## config.mk

```make
export PLATFORM = sky130hd
export DESIGN_NAME = x2c_bcnt_rd_ctrl
export DESIGN_NICKNAME = d
export VERILOG_FILES = /design/src/rtl/x2c_bcnt_rd_ctrl.sv
export SDC_FILE = /design/constraint.sdc
export NUM_CORES = 1
export LEC_CHECK = 0
export BUFFER_PORTS_ARGS = -buffer_cell sky130_fd_sc_hd__buf_2
export CAP_MARGIN = 25
export CELL_PAD_IN_SITES_DETAIL_PLACEMENT = 0
export CELL_PAD_IN_SITES_GLOBAL_PLACEMENT = 1
export CORE_AREA = 5 5 152 154
export CTS_CLUSTER_SIZE = 25
export DETAILED_ROUTE_END_ITERATION = 10
export DIE_AREA = 0 0 157 159
export PLACE_DENSITY_LB_ADDON = 0.1
export SLEW_MARGIN = 40
export SYNTH_ARGS = -nofsm -noshare
export SYNTH_HDL_FRONTEND = slang
export SYNTH_SLANG_ARGS = --single-unit
```

## constraint.sdc

```tcl
create_clock -name clk -period 20.5 [get_ports clk]
set_clock_uncertainty 0.2 [all_clocks]
set_input_delay 4.1 -clock clk [delete_from_list [all_inputs] [get_ports clk]]
set_output_delay 4.1 -clock clk [all_outputs]
set_load 0.01 [all_outputs]
```

## src/rtl/x2c_bcnt_rd_ctrl.sv

```systemverilog
// x2c_bcnt_rd_ctrl: pops one byte-count entry per packet, reads ceil(len/8) data words
// and streams them downstream with SOP/EOP/byte-valid tags through an output reg + 1-entry skid.
module x2c_bcnt_rd_ctrl #(
    parameter int DW        = 64,
    parameter int BCNT_W    = 32,
    parameter int LEN_W     = 16,
    parameter int MAX_BYTES = 9600
) (
    input  logic              clk,
    input  logic              aclr,
    input  logic              bcnt_empty,
    output logic              bcnt_rdreq,
    input  logic [BCNT_W-1:0] bcnt_q,
    input  logic              dat_empty,
    output logic              dat_rdreq,
    input  logic [DW-1:0]     dat_q,
    output logic              out_valid,
    input  logic              out_ready,
    output logic [DW-1:0]     out_data,
    output logic              out_sop,
    output logic              out_eop,
    output logic [2:0]        out_bval,
    output logic              err_len,
    output logic [31:0]       pkt_cnt
);
    typedef enum logic [1:0] {IDLE, LEN, XFER, DRAIN} state_t;
    state_t state_q, state_d;
    logic [LEN_W-3:0] words_q, words_d;
    logic [2:0] bval_q, bval_d;
    logic first_q, first_d;
    logic infl_q, sv_q, ov_q, err_q;
    logic [4:0] ftag_q, otag_q, stag_q;
    logic [DW-1:0] od_q, sd_q;
    logic [31:0] cnt_q;
    logic [LEN_W-1:0] len;
    logic [LEN_W:0] len_rnd;
    logic bad, accept, eop_acc, last_rd;
    logic [1:0] held_ap;
    logic unused_ok;

    assign len       = bcnt_q[LEN_W-1:0];
    assign len_rnd   = {1'b0, len} + (LEN_W+1)'(7);
    assign bad       = len == '0 || 32'(len) > 32'(MAX_BYTES);
    assign accept    = ov_q & out_ready;
    assign eop_acc   = accept & otag_q[3];
    assign last_rd   = words_q == (LEN_W-2)'(1);
    assign unused_ok = ^{bcnt_q[BCNT_W-1:LEN_W], len_rnd[2:0]};
    // tag bits: [4]=sop [3]=eop [2:0]=bval; occupancy counts words left after this cycle's accept
    assign held_ap    = {1'b0, ov_q} + {1'b0, sv_q} - {1'b0, accept};
    assign dat_rdreq  = state_q == XFER && words_q != '0 && !dat_empty && held_ap + {1'b0, infl_q} < 2'd2;
    assign bcnt_rdreq = !aclr && !bcnt_empty && (state_q == IDLE || (state_q == DRAIN && eop_acc));

    always_comb begin
        state_d = state_q;
        words_d = words_q;
        bval_d  = bval_q;
        first_d = first_q;
        case (state_q)
            IDLE: if (bcnt_rdreq) state_d = LEN;
            LEN: begin
                state_d = bad ? IDLE : XFER;
                words_d = len_rnd[LEN_W:3];
                bval_d  = len[2:0];
                first_d = 1'b1;
            end
            XFER: if (dat_rdreq) begin
                words_d = words_q - (LEN_W-2)'(1);
                first_d = 1'b0;
                if (last_rd) state_d = DRAIN;
            end
            default: if (eop_acc) state_d = bcnt_rdreq ? LEN : IDLE;
        endcase
    end

    always_ff @(posedge clk or posedge aclr) begin
        if (aclr) begin
            state_q <= IDLE;
            words_q <= '0;
            bval_q  <= '0;
            first_q <= 1'b0;
            infl_q  <= 1'b0;
            ftag_q  <= '0;
            err_q   <= 1'b0;
            cnt_q   <= '0;
        end else begin
            state_q <= state_d;
            words_q <= words_d;
            bval_q  <= bval_d;
            first_q <= first_d;
            infl_q  <= dat_rdreq;
            ftag_q  <= {first_q, last_rd, last_rd ? bval_q : 3'd0};
            err_q   <= state_q == LEN && bad;
            cnt_q   <= cnt_q + 32'(eop_acc);
        end
    end

    // Returning word goes to the output reg when it frees up, otherwise parks in the skid.
    always_ff @(posedge clk or posedge aclr) begin
        if (aclr) begin
            ov_q   <= 1'b0;
            sv_q   <= 1'b0;
            od_q   <= '0;
            sd_q   <= '0;
            otag_q <= '0;
            stag_q <= '0;
        end else if (!ov_q || accept) begin
            ov_q   <= sv_q | infl_q;
            od_q   <= sv_q ? sd_q : dat_q;
            otag_q <= sv_q ? stag_q : ftag_q;
            sv_q   <= sv_q & infl_q;
            if (sv_q & infl_q) begin
                sd_q   <= dat_q;
                stag_q <= ftag_q;
            end
        end else if (infl_q) begin
            sv_q   <= 1'b1;
            sd_q   <= dat_q;
            stag_q <= ftag_q;
        end
    end

    assign out_valid = ov_q;
    assign out_data  = od_q;
    assign out_sop   = otag_q[4];
    assign out_eop   = otag_q[3];
    assign out_bval  = otag_q[2:0];
    assign err_len   = err_q;
    assign pkt_cnt   = cnt_q;
endmodule

```

Yosys cells after proc, flatten, opt, wreduce, memory -nomap -nowiden
Index checks and enable logic that the tools add are counted.
Widths: inputs -> output; s select.
{ "classes": {"reduce_logical": 23, "n_lt_le_gt_ge": 2, "eq_ne": 8, "n_addsub": 6, "bitwise_logic": 4, "muxes": 22} }
{ "op_table": {"columns": ["operator", "count"], "rows": [
  ["$mux 64", 4],
  ["$add 32x1->32", 1],
  ["$pmux 14 s2", 1],
  ["$mux 5", 4],
  ["$add 16x3->17 const B", 1],
  ["$gt 16x14->1 const B", 1],
  ["$logic_not 16->1", 1],
  ["$eq 14x1->1 const B", 1],
  ["$mux 14", 1],
  ["$reduce_bool 14->1", 1],
  ["$sub 14x1->14 const B", 1],
  ["$mux 2", 5],
  ["$logic_and 1x1->1", 7],
  ["$ne 2x2->1 const B", 3],
  ["$pmux 2 s3", 1],
  ["$eq 2x2->1 const B", 2],
  ["$logic_not 1->1", 4],
  ["$mux 1", 4],
  ["$reduce_and 2->1", 2],
  ["$reduce_and 4->1", 1],
  ["$reduce_bool 2->1", 2],
  ["$reduce_bool 4->1", 1],
  ["$and 1x1->1", 3],
  ["$logic_or 1x1->1", 3],
  ["other kinds (10)", 10]
]} }
{ "totals": {"output_inout_bits": 105, "inputBits": 101, "register_bits": 199, "wordCells": 79} }

Logic depth before layout (Yosys ltp)
{ "depth": {"depth_word": 8, "ltp_mapped": 10, "mapped_depth_nobuf": 9} }

Least setup slack after synthesis
OpenSTA, ideal clock, no wires.
{ "synth_path": {"path_type": "input to output", "from": "input port out_ready", "to": "output port dat_rdreq", "setup_slack_ns": 10.852, "arrival_time_ns": 5.348, "path_stages": 7, "required_ns": 16.200, "cell_sequence": "and2_1 > ha_1 > inv_1 > ha_1 > a21oi_1 > mux2i_1 > nor2_2"} }
{ "synth_via": {"elab_chain_len": 5} }
{ "synth_lines": {"columns": ["item", "line", "rtl"], "rows": [
  ["from (decl)", "18", "input logic out_ready,"],
  ["$and 1x1->1", "44", "assign accept = ov_q & out_ready;"],
  ["$sub 2x1->2", "49", "assign held_ap = {1'b0, ov_q} + {1'b0, sv_q} - {1'b0, accept};"],
  ["$add 2x1->2", "50", "assign dat_rdreq = state_q == XFER && words_q != '0 && !dat_empty && held_ap + {1'b0, infl_q} < 2'd2;"],
  ["$lt 2x2->1", "50", null],
  ["$logic_and 1x1->1", "50", null],
  ["to (decl)", "15", "output logic dat_rdreq,"]
]} }
No other way between the ends.

Worst setup path in the final report
Ends and elaborated chain as after synthesis.

==> flow_summary.toml <==
[floorplanning]
row_count = 54
die_h_um = 159
die_w_um = 157
die-area_um2 = 25000
ios = 206
start_util = 0.415
coreArea_um2 = 21600

[drt]
viasPerCell = 5.02
wl_per_cell_um = 16.2
wl_um = 20300
num_vias = 6272
antenna_left = 0
first_pass_iters = 4
first_iter_violations = 264
drcViolationCount = 0

[yosys]
ys_seq_area_frac = 0.557
avgSynthCellArea_um2 = 11.4
syn_nets = 889
postSynthCellCount = 781
netlist_area_um2 = 8930
yosysUniqueCellTypes = 59
synthFlopType = "dfrtp_1"
yosysWarnings = 0
ys_top_cells_by_area = "dfrtp_1 56%, mux2_1 8.7%, mux2i_1 8.0%"
synth-async-reset-ratio = 1.00
yosysTopAreaCellShare = 0.557
ys_ff_latch = 199
synth_largest_area_cell = "dfrtp_1"
synth_edf_count = 0

[placed_design]
place_congestion = 0.768
dp_hpwl_um = 13900
place_inst = 1217
dpl_cell_area_um2 = 10200
pre_cts_slack_ns = 10.32
portBuffers = 189

[final_layout]
final_nets = 1064
final_area_um2 = 10700
drive_above_1_share = 0.251
syn_to_final_growth_pct = 20.3
post_layout_nonfiller_instances = 1250

[grt]
grt_pass1_wl_um = 33300
grt_pass1_vias = 6195
grt_max_degree = 124
track_usage = 0.164
grt-ovfl-total = 0
antenna_found_initial = 1

[timing]
fin_setup_tns_ns = 0
finalCriticalPeriod_ns = 10.23
finalHoldViolCount = 0
finalCritPeriodShare = 0.499
tightest_slew_ns = 0.826
max_freq_mhz = 97.7
hold_ws_ns = 0.193
slew_viol_final = 0
setup_viol = 0
slew_headroom = 0.449
rsz0062_at_grt = "no"
worst_slack_ns = 10.27

[critical_path]
required_ns = 16.20
cpPeakStageDelay_ns = 0.43
crit_path_end_kind = "output port"
path_buf_inv = 3
slowest_stage = "nor2_2"
crit_fanout = 6
reg2regPathDepth = 6
path_cells = "buf_2, and2_1, ha_1, inv_1, ha_1, a21oi_1, mux2i_1, nor2_2, buf_2"
cp.arrival_ns = 5.93
start_kind = "input pin"
worst-path-stages = 9
path_delay_family = "simple AND/OR/NAND/NOR gates"
path_class = "input pin to output port"

[worst_hold_path]
hold_path_depth = 0
hold_path_class = "flip-flop to flip-flop"

[clocking]
cts_buffer_depth = 2
clock_latency_ns = 0.43
path_clk_slew_ns = 0.07
root_buffer = "clkbuf_16"
cts_buffers = 17
htreeDepth = 4
clock-sinks = 199
cts_tree = "built"
post-cts-setup-buffer-count = 0
hold_buffers = 0
cts_resized = 0

[power_and_ir_drop]
vdd_drop_max_uv = 51.9
power_density_nw_per_um2 = 119
p_leak_uw = 0.00494

[job]
cap_violations = 0

[run_status]
status = "finished, final reports clean"
==> power breakdown <==
part	switching [µW]	leakage, µW	internal (µW)	total, µW
sequential	78.9	0.00250	516	595
clock	161	0.000284	174	335
combinational	193	0.00215	158	351
==> placed cells by master, fill, tap and decap left out, drive strengths merged, types with 3 or more instances in the layout <==
| cell type | count |
|---|---|
| and3 | 8 |
| inv | 17 |
| xor2 | 12 |
| a22o | 3 |
| nor4 | 11 |
| nand4 | 10 |
| nor3 | 13 |
| clkinv | 3 |
| and2 | 9 |
| dfrtp | 199 |
| ha | 7 |
| xnor2 | 28 |
| buf | 194 |
| nand2 | 109 |
| mux2 | 70 |
| o2bb2ai | 5 |
| nor2 | 23 |
| o21ai | 85 |
| or3 | 3 |
| a21oi | 14 |
| clkbuf | 18 |
| nand3 | 20 |
| nor2b | 3 |
| and4 | 3 |
| mux2i | 71 |
==> worst reg2reg max path: cells and delay by family (launching register included) <==
family | cells | cell delay [ns]
AO/OA/AOI/OAI | 4 | 1.09
flip-flops | 1 | 0.85
adder cells (fa/ha/maj) | 1 | 0.35
multiplexers | 1 | 0.18
==> per-layer routing <==
| layer | vias to the layer above | wire length [µm] | share of wire | GRT usage |
|---|---|---|---|---|
| li1 | 3104 | - | - | - |
| met1 | 3025 | 9780 | 0.48 | 0.240 |
| met2 | 132 | 9230 | 0.46 | 0.249 |
| met3 | 11 | 1120 | 0.055 | 0.0389 |
| met4 | 0 | 139 | 0.0069 | 0.0371 |
| met5 | - | 0 | 0 | 0 |
==> cells by family after synthesis <==
family,count (synthesis),synth area share
compound gates,124,0.0798
xor+xnor,40,0.0392
fa+ha+maj,7,0.00980
buf+inv,47,0.0221
flops,199,0.557
mux,141,0.168
simple gates,223,0.124
==> flip-flops by register name, summed over array words and instances, names as in the netlist <==
| name | cells |
|---|---|
| out_valid | 1 |
| pkt_cnt | 32 |
| first_q | 1 |
| state_q | 2 |
| ftag_q | 5 |
| infl_q | 1 |
| out_data | 64 |
| bval_q | 3 |
| stag_q | 5 |
| otag_q | 5 |
| sd_q | 64 |
| err_len | 1 |
| words_q | 14 |
| sv_q | 1 |
==> synthesized netlist by cell type, types with 5 or more instances <==
cell type	number
nand4_1	10
and2_1	9
nor2_1	20
a21oi_1	14
nand2_1	109
o2bb2ai_1	5
dfrtp_1	199
nor3_1	12
mux2i_1	71
o21ai_1	52
inv_1	8
clkbuf_1	23
nand3_1	20
xnor2_1	28
and3_1	8
ha_1	7
mux2_1	69
xor2_1	12
o21ai_0	32
nor4_1	9
buf_2	11
==> worst paths after layout <==
| path | startpoint | to | slack [ns] |
|---|---|---|---|
| worst max-delay path | out_ready | dat_rdreq | 10.27 |
| worst min-delay path | first_q | ftag_q[4] | 0.19 |
| worst max register to register | sv_q | words_q[9] | 17.72 |
| worst min register to register | first_q | ftag_q[4] | 0.19 |
| max in group asynchronous | aclr | otag_q[2] | 15.35 |
| min in group asynchronous | aclr | words_q[4] | 3.55 |
==> stage by stage <==
stage               power [µW]  utilization
global placement           951        0.470
finish                    1280        0.499
CTS                       1300        0.498
floorplan                  836            -
global route              1370        0.499
detailed placement         962        0.471
==> cell type report <==
class                           count  area (µm²)
Fill cell                        2053       10800
Inverter                            9        46.3
Tap cell                          280         350
Multi-Input combinational cell    535        3780
Clock inverter                     14         158
Clock buffer                       18         429
Sequential cell                   199        4980
Timing Repair Buffer              194         995
Antenna cell                        1        2.50
Note: power is estimated with default switching activity, not from simulation.
